## config.mk

```make
export PLATFORM = sky130hd
export DESIGN_NAME = gcd_binary_core_flat
export DESIGN_NICKNAME = d
export VERILOG_FILES = /design/src/rtl/gcd_binary_core_if.sv /design/src/rtl/gcd_binary_core.sv /design/src/flat_wrapper.sv
export SDC_FILE = /design/constraint.sdc
export NUM_CORES = 1
export LEC_CHECK = 0
export CORE_MARGIN = 3
export CORE_UTILIZATION = 55
export CTS_BUF_LIST = sky130_fd_sc_hd__clkbuf_8
export DETAILED_ROUTE_END_ITERATION = 6
export PLACE_DENSITY = 0.85
export SLEW_MARGIN = 20
export SYNTH_ARGS = -nofsm -noshare
export SYNTH_HDL_FRONTEND = slang
export SYNTH_SLANG_ARGS = --single-unit
```

## constraint.sdc

```tcl
create_clock -name clk -period 3.4 [get_ports clk]
set_input_delay 0.68 -clock clk [delete_from_list [all_inputs] [get_ports clk]]
set_output_delay 0.68 -clock clk [all_outputs]
set_load 0.01 [all_outputs]
```

## src/rtl/gcd_binary_core_if.sv

```systemverilog
// Handshake bundle for gcd_binary_core.
// Operand side:  in_valid/in_ready with a, b (unsigned, WIDTH bits).
// Result side:   out_valid/out_ready with result (WIDTH) and cycles (CNT_W).
// master: producer/consumer environment; slave: the GCD core.
interface gcd_binary_core_if #(
  parameter int unsigned WIDTH = 32,
  parameter int unsigned CNT_W = 8
);
  logic             in_valid;
  logic             in_ready;
  logic [WIDTH-1:0] a;
  logic [WIDTH-1:0] b;
  logic             out_valid;
  logic             out_ready;
  logic [WIDTH-1:0] result;
  logic [CNT_W-1:0] cycles;

  modport master (
    output in_valid, a, b, out_ready,
    input  in_ready, out_valid, result, cycles
  );

  modport slave (
    input  in_valid, a, b, out_ready,
    output in_ready, out_valid, result, cycles
  );
endinterface

```

## src/rtl/gcd_binary_core.sv

```systemverilog
// Binary (Stein) GCD engine, one shift/subtract step per clock.
// Ports:
//   clk   - single clock, rising edge
//   reset - asynchronous, active-low
//   bus   - gcd_binary_core_if.slave: operand handshake (in_valid/in_ready, a, b)
//           and result handshake (out_valid/out_ready, result, cycles)
// All handshake outputs are registered.
module gcd_binary_core #(
  parameter int unsigned WIDTH = 32,
  parameter int unsigned CNT_W = 8
) (
  input  logic             clk,
  input  logic             reset,
  gcd_binary_core_if.slave bus
);

  localparam int unsigned K_W = $clog2(WIDTH) + 1;

  localparam logic [1:0] S_IDLE = 2'd0;
  localparam logic [1:0] S_RUN  = 2'd1;
  localparam logic [1:0] S_DONE = 2'd2;

  logic [1:0]       r_state,     w_state_nxt;
  logic [WIDTH-1:0] r_x,         w_x_nxt;
  logic [WIDTH-1:0] r_y,         w_y_nxt;
  logic [K_W-1:0]   r_k,         w_k_nxt;
  logic [CNT_W-1:0] r_cnt,       w_cnt_nxt;
  logic [WIDTH-1:0] r_result,    w_result_nxt;
  logic [CNT_W-1:0] r_cycles,    w_cycles_nxt;
  logic             r_in_ready,  w_in_ready_nxt;
  logic             r_out_valid, w_out_valid_nxt;

  logic             w_accept;
  logic [CNT_W-1:0] w_cnt_sat;
  logic [WIDTH-1:0] w_diff_xy;
  logic [WIDTH-1:0] w_diff_yx;

  assign w_accept  = bus.in_valid && r_in_ready;
  assign w_cnt_sat = (&r_cnt) ? r_cnt : r_cnt + CNT_W'(1);
  assign w_diff_xy = r_x - r_y;
  assign w_diff_yx = r_y - r_x;

  // State and datapath registers.
  always_ff @(posedge clk or negedge reset) begin
    if (!reset) begin
      r_state     <= S_IDLE;
      r_x         <= '0;
      r_y         <= '0;
      r_k         <= '0;
      r_cnt       <= '0;
      r_result    <= '0;
      r_cycles    <= '0;
      r_in_ready  <= 1'b0;
      r_out_valid <= 1'b0;
    end else begin
      r_state     <= w_state_nxt;
      r_x         <= w_x_nxt;
      r_y         <= w_y_nxt;
      r_k         <= w_k_nxt;
      r_cnt       <= w_cnt_nxt;
      r_result    <= w_result_nxt;
      r_cycles    <= w_cycles_nxt;
      r_in_ready  <= w_in_ready_nxt;
      r_out_valid <= w_out_valid_nxt;
    end
  end

  // Next-state and next-output logic.
  always_comb begin
    w_state_nxt     = r_state;
    w_x_nxt         = r_x;
    w_y_nxt         = r_y;
    w_k_nxt         = r_k;
    w_cnt_nxt       = r_cnt;
    w_result_nxt    = r_result;
    w_cycles_nxt    = r_cycles;
    w_in_ready_nxt  = r_in_ready;
    w_out_valid_nxt = r_out_valid;

    case (r_state)
      S_IDLE: begin
        // in_ready comes up on the first edge after reset release
        w_in_ready_nxt = 1'b1;
        if (w_accept) begin
          w_in_ready_nxt = 1'b0;
          if ((bus.a == '0) || (bus.b == '0)) begin
            // out_valid is raised by DONE one cycle later, giving a one-cycle latency
            w_result_nxt = bus.a | bus.b;
            w_cycles_nxt = '0;
            w_state_nxt  = S_DONE;
          end else begin
            w_x_nxt     = bus.a;
            w_y_nxt     = bus.b;
            w_k_nxt     = '0;
            w_cnt_nxt   = '0;
            w_state_nxt = S_RUN;
          end
        end
      end

      S_RUN: begin
        w_cnt_nxt = w_cnt_sat;
        if (r_x == r_y) begin
          w_result_nxt    = r_x << r_k;
          w_cycles_nxt    = w_cnt_sat;
          w_out_valid_nxt = 1'b1;
          w_state_nxt     = S_DONE;
        end else if (!r_x[0] && !r_y[0]) begin
          w_x_nxt = r_x >> 1;
          w_y_nxt = r_y >> 1;
          w_k_nxt = r_k + K_W'(1);
        end else if (!r_x[0]) begin
          w_x_nxt = r_x >> 1;
        end else if (!r_y[0]) begin
          w_y_nxt = r_y >> 1;
        end else if (r_x > r_y) begin
          // odd minus odd is even, so the halving is exact
          w_x_nxt = w_diff_xy >> 1;
        end else begin
          w_y_nxt = w_diff_yx >> 1;
        end
      end

      S_DONE: begin
        if (!r_out_valid) begin
          w_out_valid_nxt = 1'b1;
        end else if (bus.out_ready) begin
          w_out_valid_nxt = 1'b0;
          w_in_ready_nxt  = 1'b1;
          w_state_nxt     = S_IDLE;
        end
      end

      default: begin
        w_state_nxt     = S_IDLE;
        w_in_ready_nxt  = 1'b0;
        w_out_valid_nxt = 1'b0;
      end
    endcase
  end

  assign bus.in_ready  = r_in_ready;
  assign bus.out_valid = r_out_valid;
  assign bus.result    = r_result;
  assign bus.cycles    = r_cycles;

endmodule

```

## src/flat_wrapper.sv

```systemverilog
// flat-port wrapper written by rule: the top's interface ports become plain ports
module gcd_binary_core_flat 
#(
  parameter int unsigned WIDTH = 32,
  parameter int unsigned CNT_W = 8
)
  (clk, reset, bus_in_valid, bus_a, bus_b, bus_out_ready, bus_in_ready, bus_out_valid, bus_result, bus_cycles);
  gcd_binary_core_if #(.WIDTH(WIDTH), .CNT_W(CNT_W)) bus_i ();
  input  logic clk;
  input  logic reset;
  input wire logic [$bits(bus_i.in_valid)-1:0] bus_in_valid;
  input wire logic [$bits(bus_i.a)-1:0] bus_a;
  input wire logic [$bits(bus_i.b)-1:0] bus_b;
  input wire logic [$bits(bus_i.out_ready)-1:0] bus_out_ready;
  output wire logic [$bits(bus_i.in_ready)-1:0] bus_in_ready;
  output wire logic [$bits(bus_i.out_valid)-1:0] bus_out_valid;
  output wire logic [$bits(bus_i.result)-1:0] bus_result;
  output wire logic [$bits(bus_i.cycles)-1:0] bus_cycles;
  assign bus_i.in_valid = bus_in_valid;
  assign bus_i.a = bus_a;
  assign bus_i.b = bus_b;
  assign bus_i.out_ready = bus_out_ready;
  assign bus_in_ready = bus_i.in_ready;
  assign bus_out_valid = bus_i.out_valid;
  assign bus_result = bus_i.result;
  assign bus_cycles = bus_i.cycles;
  gcd_binary_core #(.WIDTH(WIDTH), .CNT_W(CNT_W)) u_core (.clk(clk), .reset(reset), .bus(bus_i));
endmodule
```

# Word level (Yosys, flattened, before mapping)
# Index checks and enable logic that the tools add are counted.
# classes
n_addsub	4
n_mul	0
div	0
order_cmp	1
eq_ne	15
shifts	1
n_mux	47
n_bitwise	3
reduce_logical	20
# ops
operator	count
$mux 32	17
$pmux 32 s2	3
$logic_not 32->1	2
$sub 32x32->32	2
$mux 8	6
$eq 32x32->1	1
$gt 32x32->1	1
$or 32x32->32	1
$pmux 8 s2	2
$shl 32x6->32	1
$mux 6	4
$ne 4x4->1 const B	3
$pmux 6 s2	1
$reduce_and 4->1	3
$reduce_and 6->1	2
$mux 2	5
$ne 2x1->1 const B	5
$reduce_and 5->1	2
$add 8x1->8 const B	1
$reduce_and 8->1	1
$add 6x1->6 const B	1
$mux 1	6
$ne 2x2->1 const B	3
$pmux 1 s3	2
other kinds (12)	16
# word_totals
ff_bits	122
latchBits	0
mem_bits_rw	0
rom_bits	0
in_bits	68
elab_cells	102
memories	0

# Longest topological paths before layout
# Gate-level depths: netlist of run 1.
# depth
word_depth	7
depth_mapped	15

# Least setup slack after synthesis of run 1
# No wires, ideal clock.
# synth_path
kind	reg-to-reg
start	reg u_core.r_x[0]
end	reg u_core.r_x[20]
setup_time_ns	0.094
t_arrival_ns	3.065
required_ns	3.306
path_slack_ns	0.241
path_stages_with_launch	14
n_path_buf	1
cell_sequence	dfrtp_1 -> inv_1 -> ha_1 -> fa_1 -> and2b_1 -> o31a_1 -> o21ai_1 -> a21o_1 -> buf_4 -> a2111oi_4 -> nor2_2 -> a2111o_1 -> o211a_1 -> a221oi_2
# synth_via
elab_chain_len	7
elab_cells_between_ends	15
classes_between	add/sub: 1; order compare: 1; eq/ne: 4; mux: 6; reduce/logical: 3
# synth_lines
element	line	text
from (decl)	gcd_binary_core.sv:24	logic [WIDTH-1:0] r_x, w_x_nxt;
from (signal assigned)	gcd_binary_core.sv:57	r_x <= w_x_nxt;
$sub 32x32->32	gcd_binary_core.sv:40	assign w_diff_xy = r_x - r_y;
$mux 32	gcd_binary_core.sv:116	end else if (r_x > r_y) begin
$mux 32	gcd_binary_core.sv:114	end else if (!r_y[0]) begin
$mux 32	gcd_binary_core.sv:112	end else if (!r_x[0]) begin
$mux 32	gcd_binary_core.sv:108	end else if (!r_x[0] && !r_y[0]) begin
$mux 32	gcd_binary_core.sv:103	if (r_x == r_y) begin
$pmux 32 s2	gcd_binary_core.sv:80	case (r_state)
# Several ways; a longest one is shown, not always the timed one. The select of a mux whose other input is x is not followed.
# A chain may end at the register's enable or synchronous reset.

# Worst setup path in the final report of run 1
# Ends and elaborated chain as after synthesis.

==> results, run 1 <==
- The flow ran to the end, and the final reports show no timing, DRC or antenna violations.
- The cell area that synthesis handed to floorplanning was 11600 um^2.
- The post-route netlist has ~18% of its cells at a drive strength greater than 1.
- The count of final max-slew check failures is 0.
- The predominant post-synthesis flop cell is dfrtp_1.
- The worst setup path is captured at a flip-flop.
- The path type of the worst min-delay path is input pin to async pin.
- Of the total power, registers draw ~47%.
- The final count of hold timing violations is 0.
- The average cell area after synthesis is about 7.8 um^2.
- In this run the number of H-tree levels came out at 4.
- The total CTS buffers is 17.
- Dividing the detail-routed wire length by the instance count gives roughly 24 um.
- The final routed DRC violation total is 0.
- The total setup violations reported at the end of the flow is 0.
- The combinational family with the most area after synthesis is compound AO/OA/AOI/OAI gates.
- Max-cap violations in this run came to 0.
- Excluding fillers, the count of instances in the completed layout stands at 1972.
- After detailed routing, the total wire length is 46400 um.
- Once placement completed, the tool counted placed cells totaling ~1900.
- The most common cell in the netlist is nand2_1.
- The via count of the first global-routing pass came to roughly 12000.
- In this run the remaining antenna-violating nets after routing total 0.
- Entering global routing, the biggest net connects between 70 and 80 pins.
- The finished cells cover between 10000 and 15000 um^2.
- The transition time at the pin with the least slew margin is between 1 and 1.5 ns.
- The clock passes through at most 2 buffers.
- The core region is about 20000 um^2.
- The first global-routing pass estimated about 70000 um of wire.
- The total routing usage reported by global routing is 40.1%.
- The sum of internal, switching and leakage power is 3090 uW.
- The post-place instance area is between 10000 and 15000 um^2.
- Yosys printed 0 warnings.
- The layout overhead on the synthesized area is 25.6%.
- Combinational logic burns under 10% of the power.
- Sequential elements use between 20% and 30% of the synthesized area.
- For the worst setup path, the data required time is 3.73 ns.
- The number of clock sinks is between 100 and 150.
- STA classifies the critical path startpoint as a flip-flop.
- The number of inserted diodes is 0.
- The count of nets after finishing is between 1500 and 2000.
- Detailed placement ended at an HPWL of around 35000 um.
- The routed layout has approximately 13000 vias.
- Synthesis produced a netlist whose cell count is 1488.
- The number of library cell types mapped by synthesis is 84.
- The worst pin sits at a relative slew slack of between 20 and 30%.
- The fraction of synthesized area in multiplexers is a little under 7%.
- The port buffer count is around 110.
- The parity-gate share of the synthesized area counting xor and xnor cells is between 3 and 4%.
- The cell chosen for the clock root is clkbuf_8.
- The area share of fa/ha/maj cells after synthesis is between 7 and 8%.
- The initial core utilization is a little under three fifths.
- The total area of sequential cells is roughly 3100 um^2.
- The analysis attributes to cell leakage a power of roughly 0.0064 uW.
- The biggest area contributor in the post-synthesis netlist is dfrtp_1.
- The floorplan step set the die width to around 150 um.
- Ranked by total cell area, the synthesized netlist is headed by dfrtp_1 (26%), ha_1 (7.4%), a21oi_1 (5.7%).
- Net switching is about 30% of the power.
- Dividing the final minimum period by the clock period gives roughly 97%.
- The core utilization of the finished layout is a little under three quarters.
- The minimum setup slack among reg-to-reg paths is 0.09 ns.
- Across all hold checks on the routed design, the worst slack comes to ~0.27 ns.
- The number of placement rows is 52.
- Power spread over the standard cell area amounts to 211 nW/um^2.
- The final RePlAce weighted congestion is approximately 1.0.
- The die is 152 um tall.
- The first detailed-routing pass ran for 7 iterations.
- Summing all multi-input logic gate instances after layout gives 7960 um^2.
- The commonest cells after synthesis are nand2_1 (150), nor2_1 (137), a21oi_1 (133), dfrtp_1 (122), o21ai_0 (94).
- The share of synthesized flip-flops with an asynchronous set or reset is 100%.
- The worst path in the final design needs a cycle of approximately 3.3 ns, including I/O delays and setup.
- The clock tree from TritonCTS is built.
- In this run, synthesis inferred 0 flip-flops with an integrated enable.
- For the final database, setup skew stands at 0.0147 ns.
- Setup repair after global routing could not meet its margin everywhere.
- Based on the critical path, the design can be clocked at up to 302 MHz.
- Clock-pin slew was measured on the worst setup and hold paths at ~0.1 ns.
- Of the post-synthesis cell area, the dominant cell type holds between 20% and 30%.
- The number of inserted filler cells in the final layout is around 1700.
- The ratio of routed vias to standard cells is 6.66.
- Per report_power, the clock group accounts for roughly 46% of the total.
- The analysis attributes to net switching a power of 924 uW.
- The latest clock arrival within the worst-skew pair is around 0.46 ns.
- The top-level port count is between 100 and 150.
- The arrival time of the worst setup path is ~3.7 ns.
- The synthesized net count is around 1600.
- The floorplan step defined a die boundary enclosing between 20000 and 25000 um^2.
- Of all nets on the critical path, the largest fanout is 5.
- Cell internal power was estimated by the tool at between 2000 and 2500 uW.
- Counting flops and latches in the post-synthesis netlist gives roughly 120.
- The overall overflow remaining after global route is 0.
- The category of the most critical setup path is flip-flop to flip-flop.
- The number of buffers inserted for hold repair after clock tree synthesis is 0.
- The number of antenna violations at the first check in global routing was 0.
- After the first detailed-routing iteration, the DRC count stood at about 1500.
- The compound-gate portion of the synthesized area is 30.4%.
- The peak supply drop is ~220 uV.
- After Yosys synthesis, and, or, nand and nor cells account for 18.4% of the synthesized area.
==> routing by layer <==
layer / GRT usage (%) / vias up / routed length (um)
met5: 0 / - / 0
met4: 22.1 / 0 / 3040
met3: 9.67 / 178 / 5350
met2: 59.7 / 925 / 19800
met1: 53.7 / 6171 / 18100
li1: - / 5855 / -
==> power by group through the flow <==
stage / logic (uW) / clock network (uW) / registers, uW
detailed placement: 207 / 0 / 1480
floorplan: 13.1 / 0 / 1480
finish: 212 / 1430 / 1450
global route: 220 / 1490 / 1450
CTS: 208 / 1420 / 1450
global placement: 207 / 0 / 1480
==> stage by stage <==
stage	setup TNS, ns	setup slack [ns]
after global routing	-0.0427	-0.0233
final	0	0.0877
after detailed placement	-8.23	-0.206
after floorplan	0	0.241
after CTS	0	0.00480
after global placement	-6.34	-0.143
==> final timing paths <==
check,cells after the start,start,endpoint
worst min register to register,1,u_core.bus.result[13],u_core.bus.result[13]
worst max-delay path,13,u_core.r_x[0],u_core.r_x[20]
worst min-delay path,1,reset,u_core.r_y[21]
min in group clk,1,u_core.bus.result[13],u_core.bus.result[13]
max in group asynchronous,2,reset,u_core.bus.result[1]
worst max register to register,13,u_core.r_x[0],u_core.r_x[20]
==> kinds of logic (layout without fill, tap and decap cells) <==
| group | after synthesis | after routing |
|---|---|---|
| simple gates | 453 | 453 |
| mux | 62 | 62 |
| xor+xnor | 45 | 45 |
| compound gates | 540 | 540 |
| buf+inv | 195 | 409 |
| flops | 122 | 122 |
| fa+ha+maj | 71 | 71 |
==> flip-flops by register name, summed over array words and instances (netlist names) <==
register and count:
u_core.bus.cycles 8, u_core.bus.in_ready 1, u_core.bus.out_valid 1, u_core.bus.result 32, u_core.r_cnt 8, u_core.r_k 6, u_core.r_state 2, u_core.r_x 32
u_core.r_y 32
==> worst max-delay path, cell delays in order (launching register included) <==
cell and delay [ns]:
dfrtp_1 0.43, inv_1 0.09, ha_2 0.20, fa_2 0.34, and2b_1 0.24, o31a_1 0.19, o21ai_1 0.09, a21o_2 0.28
a2111oi_0 0.44, buf_4 0.20, o21bai_4 0.09, nor2_1 0.31, o211a_1 0.24, a221oi_2 0.06
==> area by class of cell <==
type,count,share of cell area (%)
multi-input combinational,1171,54.4
sequential,122,20.9
timing repair buffer,290,17.4
tap,270,2.31
inverter,87,2.23
clock buffer,17,1.60
clock inverter,15,1.17
==> cells in the final DEF, fill, tap and decap left out, types with 14 or more instances in the layout <==
| cell | Yosys | final |
|---|---|---|
| xor2_1 | 16 | 16 |
| ha_1 | 69 | 63 |
| o22ai_1 | 27 | 27 |
| clkbuf_8 | 0 | 17 |
| nor3_1 | 28 | 25 |
| a221oi_1 | 19 | 19 |
| mux2i_1 | 38 | 38 |
| nand4_1 | 14 | 14 |
| buf_4 | 14 | 173 |
| o21ai_1 | 34 | 34 |
| o21a_1 | 33 | 33 |
| nor2_1 | 137 | 136 |
| dfrtp_1 | 122 | 121 |
| a21oi_1 | 133 | 131 |
| o31ai_1 | 36 | 33 |
| o21ai_0 | 94 | 94 |
| o221ai_1 | 27 | 27 |
| nand3_1 | 23 | 23 |
| a211oi_1 | 19 | 16 |
| a21o_1 | 26 | 25 |
| xnor2_1 | 29 | 29 |
| nor4_1 | 18 | 17 |
| nand2_1 | 150 | 149 |
| inv_1 | 84 | 84 |
| clkdlybuf4s50_1 | 0 | 108 |
==> what timing repair did <==
action / CTS / global route
buffers inserted: 0 / 3
pin swaps: 0 / 7
cloned: 0 / 0
gates resized for setup: 3 / 34
endpoints found under the setup margin: 3 / 44
Power figures use the tool's default switching activity.
==> inputs of run 2 (changes only) <==
--- a/config.mk
+++ b/config.mk
@@ -10,6 +10,7 @@
 export CTS_BUF_LIST = sky130_fd_sc_hd__clkbuf_8
 export DETAILED_ROUTE_END_ITERATION = 6
 export PLACE_DENSITY = 0.85
+export RECOVER_POWER = 25
 export SLEW_MARGIN = 20
 export SYNTH_ARGS = -nofsm -noshare
 export SYNTH_HDL_FRONTEND = slang
==> results, run 2 (synthesized netlist as in run 1, its figures left out) <==
- Run status: finished with violations (was complete, no violations).
- The final reports fail on max-capacitance violations, max-slew violations.
- The relative slew slack is -0.133% (was 30.0%).
- The total setup violations reported at the end of the flow came to 0 (unchanged).
- The max-capacitance violation count is 1 (was 0).
- The detailed placer's ending HPWL is 35400 um (unchanged).
- The cell family with the largest share of critical-path delay was compound AO/OA/AOI/OAI gates (unchanged).
- The required time of the worst setup path is 3.73 ns (about the same).
- The number of buffers and inverters on the critical path is 2 (unchanged).
- The power per unit of standard cell area is 211 nW/um^2 (about the same).
- The first-pass GRT wire length is 70600 um (unchanged).
- The area of the multi-input gates is 7960 um^2 (unchanged).
- The number of inserted diodes was 0 (unchanged).
- The cell chosen for the clock root is clkbuf_8 (unchanged).
- The total routing usage reported by global routing is 40.1% (unchanged).
- The count of final max-slew check failures is 47 (was 0).
- The slowest cell on the critical path is dfrtp_1 (was a2111oi_0).
- The highest net fanout along the worst path is 5 (unchanged).
- The number of buffers inserted for hold repair after clock tree synthesis is 0 (unchanged).
- Counting instances, the worst hold path has a depth of 1.
- The count of placed standard cells in the final layout, fillers left out is 1972 (unchanged).
- The clock tree from TritonCTS is built (unchanged).
- The period utilization came to 97.0% (was 97.4%).
- The maximum count of clock buffers along a single path is 2 (unchanged).
- The longest individual stage delay on the worst path came to 0.43 ns (was 0.44 ns).
- The worst hold slack is 0.501 ns (was 0.274 ns).
- The maximum achievable frequency came to 303 MHz (was 302 MHz).
- The worst clock skew is 0.0144 ns (was 0.0147 ns).
- The count of nets after finishing was 1828 (unchanged).
- The number of inserted filler cells in the final layout is 1688 (was 1685).
- The most common cell after layout, fill and taps aside is buf_4 (unchanged).
- The path length in cells of the critical path is 13 (unchanged).
- The area of the die was 23000 um^2 (unchanged).
- The number of clock sinks is 122 (unchanged).
- The maximum number of pins on one net before global-route repair is 72 (unchanged).
- The sort of element at the start of the critical path is a flip-flop (unchanged).
- The worst flop-to-flop path startpoint is u_core.r_x[0] (unchanged).
- The clock transition at the registers of the reported paths is 0.10 ns (about the same).
- The latest clock arrival within the worst-skew pair is 0.46 ns (about the same).
- The port buffer count was 109 (unchanged).
- The remaining antenna violation count after routing is 0 (unchanged).
- The total CTS buffers came to 17 (unchanged).
- The mean routed wirelength per cell is 23.5 um (about the same).
- The length in cells of the worst reg-to-reg path is 13 (unchanged).
- The core area is 20500 um^2 (unchanged).
- The layout overhead on the synthesized area is 25.5% (was 25.6%).
- The minimum period implied by the final worst setup slack is 3.30 ns (was 3.31 ns).
- Commonest cells after routing, fill and taps aside: buf_4 (172), nand2_1 (149), nor2_1 (136) (was buf_4 (173), nand2_1 (149), nor2_1 (136)).
- The initial core utilization is 56.8% (unchanged).
- The number of antenna violations at the first check in global routing came to 0 (unchanged).
- The total area of sequential cells is 3050 um^2 (unchanged).
- The peak supply drop is 216 uV (was 218 uV).
- The count of TritonRoute iterations in the first routing pass came to 7 (unchanged).
- The final routed DRC violation total is 0 (unchanged).
- The number of placement rows is 52 (unchanged).
- The worst setup path startpoint is u_core.r_x[0] (unchanged).
- The total wire length after detailed routing is 46400 um (about the same).
- The arrival time of the worst setup path is 3.63 ns (was 3.65 ns).
- The top-level port count is 110 (unchanged).
- The worst hold path begins at u_core.bus.result[13].
- The total number of vias is 13100 (about the same).
- The overall die height is 152 um (unchanged).
- The number of placed cells counting well taps came to 1937 (unchanged).
- The via count of the first global-routing pass is 12500 (unchanged).
- The path type of the worst min-delay path is flip-flop to flip-flop (was input pin to async pin).
- The kind of end point of the critical path is a flip-flop (unchanged).
- RSZ-0062 raised after global routing: true (unchanged).
- The die outline width is 152 um (unchanged).
- Cell Chain, Critical Path: inv_1 > ha_2 > fa_2 > and2b_1 > o31a_1 > o21ai_1 > a21o_2 > a2111oi_0 > buf_4 > o21bai_4 > nor2_1 > o211a_1 > a221oi_2 (unchanged).
- The final count of hold timing violations was 0 (unchanged).
- The transition time at the pin with the least slew margin was 1.50 ns (was 1.05 ns).
- The violation count after the first detailed-route iteration is 1482 (unchanged).
- The H-tree depth reported by CTS is 4 (unchanged).
- The fraction of final layout cells sized beyond drive strength 1 is 17.6% (unchanged).
- The sum of internal, switching and leakage power is 3080 uW (was 3090 uW).
- The ratio of routed vias to standard cells is 6.65 (was 6.66).
- The leakage power summed over all cells is 0.00643 uW (about the same).
- The final RePlAce weighted congestion is 1.03 (unchanged).
- The category of the most critical setup path is flip-flop to flip-flop (unchanged).
- The overall overflow remaining after global route is 0 (unchanged).
## run 2: changes by cell type in the layout (fill, tap and decap cells not counted), sizes merged
cell	delta
buf	-2
clkbuf	+2
## run 2: worst paths after layout
kind	end	slack [ns]
min reg2reg	u_core.bus.result[13]	0.50
min in group asynchronous	u_core.r_y[21]	0.56
max	u_core.r_x[20]	0.10
min	u_core.bus.result[13]	0.50
max in group asynchronous	u_core.bus.result[14]	0.93
max reg2reg	u_core.r_x[20]	0.10
## run 2: routing by layer
metal,vias up,track usage (%),share of wire [%]
met5,-,0,0
met4,0,22.1,6.7
met3,182,9.67,12
met2,911,59.7,43
met1,6168,53.7,39
li1,5857,-,-
## run 2: stage by stage
stage	util (%)	instance area (um^2)	setup slack, ns	setup TNS (ns)
global placement	68.6	14100	-0.143	-6.34
floorplan	-	11600	0.241	0
finish	71.3	14600	0.102	0
CTS	70.6	14500	0.00480	0
global route	71.3	14600	-0.0233	-0.0427
detailed placement	68.6	14100	-0.206	-8.23
## run 2: what timing repair did
action	in CTS	in global routing
setup endpoints to repair	3	44
pin swaps	0	7
gates resized for setup	3	34
hold endpoints to repair	0	0
setup buffers	0	3
## run 2: area by class of cell
| cell class | count | share of cell area, % |
|---|---|---|
| clock inverters | 15 | 1.17 |
| clock buffers | 17 | 1.60 |
| flip-flops and latches | 122 | 20.9 |
| well taps | 270 | 2.31 |
| repair buffers | 290 | 17.3 |
| inverters | 87 | 2.23 |
| multi-input cells | 1171 | 54.5 |
## run 2: power by group
part | switching [uW] | internal (uW) | total (uW)
sequential | 0 | 1450 | 1450
combinational | 113 | 96.4 | 210
clock | 805 | 618 | 1420
total | 919 | 2160 | 3080
